[src/rtl/note_player.sv]
// note_player: turns a 7-bit note stream (0 = rest, 1..127 = MIDI note) into a
//   square-wave speaker output, with a programmable silence gap between notes.
// Latency: a new note is taken on the first edge it is seen. It starts in TONE
//   with speaker low, and the first rise comes H edges later. A changed note is
//   taken GAP_CYCLES edges after the change is seen.
// Backpressure: none. The note input is a level; a change made during a gap is
//   only sampled when the gap ends.
//
// Ports:
//   clk          - 50 MHz system clock (the pitch table assumes this rate)
//   reset        - asynchronous, active-low reset
//   note         - requested note, same clock domain, 0 = rest
//   speaker      - square-wave audio output
//   active       - high while a tone is sounding (state TONE)
//   note_latched - note currently sounding, 0 in IDLE and GAP
//   note_start   - one-cycle pulse on every entry to TONE
module note_player #(
  parameter int GAP_CYCLES = 250000
) (
  input  logic       clk,
  input  logic       reset,
  input  logic [6:0] note,
  output logic       speaker,
  output logic       active,
  output logic [6:0] note_latched,
  output logic       note_start
);

  localparam logic [1:0] ST_IDLE = 2'd0;
  localparam logic [1:0] ST_TONE = 2'd1;
  localparam logic [1:0] ST_GAP  = 2'd2;

  // The gap counter only has to hold GAP_CYCLES-1. It stays at least one bit
  // wide so that GAP_CYCLES = 0 still elaborates.
  localparam int GW = $clog2(GAP_CYCLES + 2);
  localparam bit NO_GAP = (GAP_CYCLES == 0);
  localparam logic [GW-1:0] GAP_LOAD = NO_GAP ? '0 : GW'(GAP_CYCLES - 1);

  logic [1:0]    state;
  logic [21:0]   half_cnt;
  logic [GW-1:0] gap_cnt;

  logic [21:0]   load_m1;    // H-1 for the note on the input
  logic [21:0]   reload_m1;  // H-1 for the note already latched
  logic          note_diff;
  logic          take_note;

  // Half-period in clk cycles, minus one. The table holds octave-10
  // half-periods (25e6 / f, rounded). Lower octaves are exact doublings, so a
  // left shift by (10 - octave) gives them. The largest value, 2986 << 10,
  // still fits in 22 bits.
  function automatic logic [21:0] half_period_m1(input logic [6:0] n);
    logic [11:0] base;
    logic [3:0]  oct;
    logic [3:0]  pc;
    oct = 4'(n / 7'd12);
    pc  = 4'(n % 7'd12);
    case (pc)
      4'd0:    base = 12'd2986;
      4'd1:    base = 12'd2819;
      4'd2:    base = 12'd2660;
      4'd3:    base = 12'd2511;
      4'd4:    base = 12'd2370;
      4'd5:    base = 12'd2237;
      4'd6:    base = 12'd2112;
      4'd7:    base = 12'd1993;
      4'd8:    base = 12'd1881;
      4'd9:    base = 12'd1776;
      4'd10:   base = 12'd1676;
      default: base = 12'd1582;
    endcase
    return ({10'd0, base} << (4'd10 - oct)) - 22'd1;
  endfunction

  assign load_m1   = half_period_m1(note);
  assign reload_m1 = half_period_m1(note_latched);
  assign note_diff = (note != note_latched);

  // A new note is taken in three cases:
  //   - from IDLE;
  //   - at the end of a gap;
  //   - directly from TONE when there is no gap.
  // All three do the same thing, so the sequential block handles them once.
  always_comb begin
    take_note = 1'b0;
    if (note != 7'd0) begin
      case (state)
        ST_IDLE: take_note = 1'b1;
        ST_GAP:  take_note = (gap_cnt == '0);
        ST_TONE: take_note = NO_GAP && note_diff;
        default: take_note = 1'b0;
      endcase
    end
  end

  always_ff @(posedge clk or negedge reset) begin
    if (!reset) begin
      state        <= ST_IDLE;
      speaker      <= 1'b0;
      active       <= 1'b0;
      note_latched <= 7'd0;
      note_start   <= 1'b0;
      half_cnt     <= '0;
      gap_cnt      <= '0;
    end else begin
      note_start <= 1'b0;
      if (take_note) begin
        state        <= ST_TONE;
        active       <= 1'b1;
        note_latched <= note;
        half_cnt     <= load_m1;
        speaker      <= 1'b0;
        note_start   <= 1'b1;
      end else begin
        case (state)
          ST_IDLE: begin
            speaker <= 1'b0;
          end

          ST_TONE: begin
            // A note change takes priority over a half-period toggle that
            // falls in the same cycle. The toggle is dropped.
            if (note_diff) begin
              speaker      <= 1'b0;
              active       <= 1'b0;
              note_latched <= 7'd0;
              if (NO_GAP) begin
                // Only a change to rest reaches here; any other change was
                // relatched through take_note.
                state <= ST_IDLE;
              end else begin
                state   <= ST_GAP;
                gap_cnt <= GAP_LOAD;
              end
            end else if (half_cnt == '0) begin
              speaker  <= ~speaker;
              half_cnt <= reload_m1;
            end else begin
              half_cnt <= half_cnt - 22'd1;
            end
          end

          ST_GAP: begin
            speaker <= 1'b0;
            // At gap end with note = 0 we fall to IDLE. A nonzero note at gap
            // end was already handled by take_note.
            if (gap_cnt == '0) begin
              state <= ST_IDLE;
            end else begin
              gap_cnt <= gap_cnt - 1'b1;
            end
          end

          default: begin
            state        <= ST_IDLE;
            speaker      <= 1'b0;
            active       <= 1'b0;
            note_latched <= 7'd0;
          end
        endcase
      end
    end
  end

endmodule
[config.mk]
export PLATFORM = sky130hd
export DESIGN_NAME = note_player
export DESIGN_NICKNAME = d
export VERILOG_FILES = /design/src/rtl/note_player.sv
export SDC_FILE = /design/constraint.sdc
export NUM_CORES = 1
export LEC_CHECK = 0
export ABC_AREA = 1
export CAP_MARGIN = 5
export CORE_UTILIZATION = 55
export CTS_CLUSTER_DIAMETER = 200
export DETAILED_ROUTE_END_ITERATION = 7
export PLACE_DENSITY = 0.8
export SYNTH_ARGS = -nofsm -noshare
export SYNTH_HDL_FRONTEND = slang
export SYNTH_SLANG_ARGS = --single-unit
[constraint.sdc]
create_clock -name clk -period 4.1 [get_ports clk]
set_clock_uncertainty 0.15 [all_clocks]
set_input_delay 0.41 -clock clk [delete_from_list [all_inputs] [get_ports clk]]
set_output_delay 0.41 -clock clk [all_outputs]
set_load 0.02 [all_outputs]
; ---- After elaboration in Yosys (flattened, before gate mapping)
; Memories as Yosys holds them, arrays and structs flattened.
; Index checks and enable logic that the tools add are counted.
[op_classes]
addsub = 6
div_mod_pow = 4
n_eq_ne = 11
shifts = 2
n_mux = 24
bitwise = 2
n_reduce_logical = 11
[ops]
columns = op, n
row1 = two-way mux 22 bit, 4
row2 = subtractor 22 x 1 -> 22 bit (second input constant), 3
row3 = left shift 12 x 4 -> 22 bit, 2
row4 = two-way mux 18 bit, 2
row5 = one-hot mux 18 bit (2 select lines), 1
row6 = logical NOT 22 bit, 1
row7 = logical NOT 18 bit, 1
row8 = subtractor 18 x 1 -> 18 bit (second input constant), 1
row9 = divider 7 x 4 -> 7 bit (second input constant), 2
row10 = remainder unit 7 x 4 -> 7 bit (second input constant), 2
row11 = two-way mux 7 bit, 2
row12 = one-hot mux 7 bit (2 select lines), 1
row13 = two-way mux 1 bit, 8
row14 = subtractor 4 bit (first input constant), 2
row15 = != test 7 bit, 1
row16 = nonzero test 7 bit, 1
row17 = two-way mux 2 bit, 3
row18 = != test 2 bit (second input constant), 3
row19 = != test 3 bit (second input constant), 2
row20 = one-hot mux 2 bit (3 select lines), 1
row21 = != test 2 x 1 -> 1 bit (second input constant), 2
row22 = != test 4 bit (second input constant), 1
row23 = one-hot mux 1 bit (2 select lines), 2
row24 = AND reduction 2 bit, 2
row25 = other kinds (8), 10
[totals]
reg_bits = 52
mem_bits_ro = 384
word_cells = 69
mem_count = 2
[mem_list]
columns = memory, depth, width, read_ports, rd_clocked_by_memory_dff, wr, line_no
row1 = (no name shown), 16, 12, 1, 0, 0, 58  ; case (pc)
row2 = (no name shown), 16, 12, 1, 0, 0, 58

; ---- Depth between registers and ports, before layout
[logic_depth]
depth_word = 8
mapped_depth = 32
ltp_nobuf = 30

; ---- Least setup slack after synthesis
; No wires, ideal clock.
[synth_timing]
path_kind = in2reg
start = in note[4]
end = reg half_cnt[20]
t_arrival_ps = 3422
required_time_ps = 3833
path_slack_ps = 411
stages = 27
n_path_buf = 4
cell_sequence = buf_4 nand2_1 nand2_2 nand2_2 nand2_1 nand2_2 o21ai_4 nand3_4 nand2_2 buf_6 buf_4 ha_1 xnor2_1 inv_1 buf_2 nand3_1 a21oi_1 inv_1 nand2_2 nor2_1 nand2_1 nor2_4 nand3_1 nand2_1 nand2_1 nand2_1 nand2_1
[synth_between]
elab_chain_len = 5
elab_cells_between_ends = 13
[synth_lines]
columns = element, line_no
row1 = start: declaration, 22  ; input logic [6:0] note,
row2 = remainder unit 7 x 4 -> 7 bit / divider 7 x 4 -> 7 bit (equally long branches), "57, 56"
row3 = memory read (16 x 12 bit) / subtractor 4 bit (equally long branches), -
row4 = left shift 12 x 4 -> 22 bit, 72  ; return ({10'd0, base} << (4'd10 - oct)) - 22'd1;
row5 = subtractor 22 x 1 -> 22 bit, 72
row6 = two-way mux 22 bit, 107  ; if (take_note) begin
row7 = end signal: assignment, 111  ; half_cnt <= load_m1;
row8 = end signal: assignment, 137  ; half_cnt <= reload_m1;
row9 = end signal: assignment, 139  ; half_cnt <= half_cnt - 22'd1;
row10 = end: declaration, 40  ; logic [21:0] half_cnt;
; Several ways; a longest one is shown, not always the timed one.
; A chain may end at the register's enable or synchronous reset.

; ---- Worst setup path in the final report
[layout_timing]
start = reg note_latched[6]
end = reg half_cnt[21]
[layout_between]
elab_chain_len = 8
elab_cells_between_ends = 13
[layout_lines]
columns = element, line_no
row1 = start: declaration, 25  ; output logic [6:0] note_latched,
row2 = start signal: assignment, 110  ; note_latched <= note;
row3 = remainder unit 7 x 4 -> 7 bit / divider 7 x 4 -> 7 bit (equally long branches), "57, 56"
row4 = memory read (16 x 12 bit) / subtractor 4 bit (equally long branches), -
row5 = left shift 12 x 4 -> 22 bit, 72
row6 = subtractor 22 x 1 -> 22 bit, 72
row7 = two-way mux 22 bit, 135  ; end else if (half_cnt == '0) begin
row8 = two-way mux 22 bit, 123  ; if (note_diff) begin
row9 = two-way mux 22 bit, 115  ; case (state)
row10 = two-way mux 22 bit, 107
; Several ways; a longest one is shown, not always the timed one. The select of a mux whose other input is x is not followed.

==> reports/results.ini <==
[die]
die_area_sq_um=11000
core_sq_um=10300
fp.dieH_microns=105
num_rows=37
io_pins=19
die_w_microns=105
floorplan.initialDensity=0.566

[timing]
totalNegativeSetupSlack_ps=0
report.final.setup_viol=0
final-hold-violation-count=0
max_slew_margin=0.549
setup_ws_ps=311
min_period_over_period=0.924
report.final.slew_viol_count=0
max_freq_mhz=264
fin_crit_ps=3790
hold-worst-slack_ps=47.6
grt_setup_unrepaired=true
measured_slew_at_the_worst_slew_check_pin_ps=676

[routing]
avgViaCountPerCell=5.67
num_vias=6405
drt_pass1_iterations=5
detail_route.iter0.violations=472
routed_wire_length_per_instance_microns=14.2
drc=0
ant_nets=0
drt-total-wl_microns=16100

[logic_synthesis]
synthMuxAreaShare=0
netlist_area_before_placement_sq_um=5850
yosys.area_share.simple=0.499
synthDominantAreaCellType=sky130_fd_sc_hd__dfrtp_1
synth_area_leaders=sky130_fd_sc_hd__dfrtp_1 22%, sky130_fd_sc_hd__nand2_1 19%, sky130_fd_sc_hd__nand3_1 16%, sky130_fd_sc_hd__inv_1 6.4%, sky130_fd_sc_hd__ha_1 4.1%
synth_sequential_area_ratio=0.223
ys.flop_type=sky130_fd_sc_hd__dfrtp_1
post_synth_inst_count=970
netlist_top_cells_count=295 x sky130_fd_sc_hd__nand2_1, 184 x sky130_fd_sc_hd__nand3_1, 99 x sky130_fd_sc_hd__inv_1, 63 x sky130_fd_sc_hd__nor2_1, 52 x sky130_fd_sc_hd__dfrtp_1
post_synthesis_area_per_instance_sq_um=6.03
synthDominantCellAreaShare=0.223
synth_enable_flop_cells=0
mappedNetlistNets=998
synth_compound_gate_area_share=0.127
postSynth.asyncResetShare=1.00
yosys_register_bits=52
synth_adder_area_share=0.0407
synth_top_family_by_area=simple AND/OR/NAND/NOR gates
synthesis.yosys.warnings=0
yosysUniqueCellTypes=54
synth-xor-area-share=0.0118
synth_most_common_cell=sky130_fd_sc_hd__nand2_1

[critical_path]
crit_path_start_kind=flip-flop
crit_path_frequent_cell=sky130_fd_sc_hd__nand2_1
timing.critical_path.max_delay_family=simple AND/OR/NAND/NOR gates
end_kind=flip-flop
worstPathRequired_ps=4160
crit_type=reg -> reg
critical_path_peak_fanout=5
max_stage_delay_ps=440
critPathBufInv=4
critPathSlowestCell=sky130_fd_sc_hd__dfrtp_1
worst_ep_arrival_time_ps=3850

[clock_tree]
cts_sinks=52
cts_root_buf=sky130_fd_sc_hd__clkbuf_8
ctsHoldBuffers=0
htree_levels=2
tritoncts=done
cts_buffer_depth=2
cts_buffers=5
clk_pin_slew_worst_paths_ps=100
insertion_delay_ps=320

[worst_hold_path]
worstHoldPathType=in -> async

[global_route]
groute.usage.overall=0.308
initial_antenna_violation_count=0
grt_overflow=0
pin_count_of_the_biggest_net_entering_global_routing=53
first_global_vias=5946
grt_first_pass_wirelength_microns=27600

[outcome]
outcome=finished, final reports clean

[placement]
dp_hpwl_microns=12700
detailedPlace.worstSlack_ps=15.0
io_buffers=18
gp_congestion=0.978

[final_layout]
fraction_of_layout_instances_using_a_drive_strength_above_1=0.120
synthesis_to_layout_area_growth_pct=8.84
insertedDiodeCount=0
final_nets=1021

[run]
max_cap_viol_count=0

[power_and_ir_drop]
power_mw=5.75
vdd_ir_drop_max_mv=0.384
power_leakage_nw=3.22
pwr_density_cell_nw_per_um2=903

## metal layers
layer | wire, microns | part of all wire | global-route usage
met1 | 7220 | 0.45 | 0.408
met4 | 393 | 0.024 | 0.109
met2 | 7470 | 0.46 | 0.513
met5 | 0 | 0 | 0
met3 | 1010 | 0.063 | 0.0418
## cells by family (layout without fill, tap and decap cells)
family	after synthesis	count (layout)
compound gates	120	120
xor+xnor	7	7
fa+ha+maj	19	19
buf+inv	142	166
flops	52	52
simple gates	630	630
## worst register-to-register path: stages (launching register included)
cell	delay, ps
sky130_fd_sc_hd__dfrtp_1	440
sky130_fd_sc_hd__inv_1	160
sky130_fd_sc_hd__nand2_1	130
sky130_fd_sc_hd__nand3_1	120
sky130_fd_sc_hd__nand3_2	100
sky130_fd_sc_hd__nand2_2	110
sky130_fd_sc_hd__nand2_2	80
sky130_fd_sc_hd__nand2_4	100
sky130_fd_sc_hd__inv_2	50
sky130_fd_sc_hd__nand2_4	80
sky130_fd_sc_hd__nand2_4	50
sky130_fd_sc_hd__ha_1	200
sky130_fd_sc_hd__xnor2_2	250
sky130_fd_sc_hd__clkinvlp_4	180
sky130_fd_sc_hd__buf_4	170
sky130_fd_sc_hd__nand3_1	100
sky130_fd_sc_hd__nand2_1	70
sky130_fd_sc_hd__nand2_1	120
sky130_fd_sc_hd__nand2_1	80
sky130_fd_sc_hd__nand2_1	60
sky130_fd_sc_hd__nand2_1	90
sky130_fd_sc_hd__nor2_2	170
sky130_fd_sc_hd__nand2_1	90
sky130_fd_sc_hd__nor2_1	170
sky130_fd_sc_hd__nand2_1	100
sky130_fd_sc_hd__o21bai_1	190
sky130_fd_sc_hd__o21ai_1	80
## through the flow
step,instances,util,cell area (sq um)
2_1_floorplan,970,-,5850
3_3_place_gp,1120,0.603,6230
3_5_place_dp,1120,0.603,6230
4_1_cts,1128,0.612,6320
5_1_grt,1130,0.616,6360
6_report,1130,0.616,6360
## placed cells by master, fill, tap and decap left out, drive strengths merged, types with 4 or more instances in the layout
cell type and instances:
a21oi 31, nor3 12, inv 108, a21boi 5, or2 5, buf 28
clkbuf 6, ha 19, o21ai 55, a31oi 4, clkdlybuf4s50 16, xor2 4
clkinvlp 4, o211ai 6, nand2 318, nand3 195, nor4 4, nor2 76
o22ai 7, nand4 15, dfrtp 52
## state kept, by name, indices dropped and copies added, names as in the netlist
| name | flops |
|---|---|
| active | 1 |
| state | 2 |
| half_cnt | 22 |
| note_latched | 7 |
| gap_cnt | 18 |
| note_start | 1 |
| speaker | 1 |
## area by class of cell
type	instances	area [sq um]
clock buffer	6	82.6
timing repair buffer	45	380
multi-input combinational	776	3980
fill	1025	3960
inverter	113	439
tap	136	170
clock inverter	2	10.0
sequential	52	1300
## final timing paths
| check | startpoint | end | slack, ps | depth (start not counted) |
|---|---|---|---|---|
| setup reg to reg | note_latched[6] | half_cnt[21] | 310 | 26 |
| max in group asynchronous | reset | half_cnt[0] | 3300 | 2 |
| hold / removal | reset | gap_cnt[4] | 50 | 2 |
| hold reg to reg | half_cnt[5] | half_cnt[5] | 340 | 2 |
| setup / recovery | note_latched[6] | half_cnt[21] | 310 | 26 |
| min in group clk | half_cnt[5] | half_cnt[5] | 340 | 2 |
## repair_timing
action	4_1_cts	5_1_grt
setup endpoints to repair	0	12
resized for setup	0	8
setup buffers	0	2
## power by group
group / switching, mW / total (mW) / internal, mW
clock: 0.184 / 0.320 / 0.135
sequential: 0.147 / 0.835 / 0.688
combinational: 3.09 / 4.59 / 1.50
total: 3.42 / 5.75 / 2.32
Power figures use the tool's default switching activity.
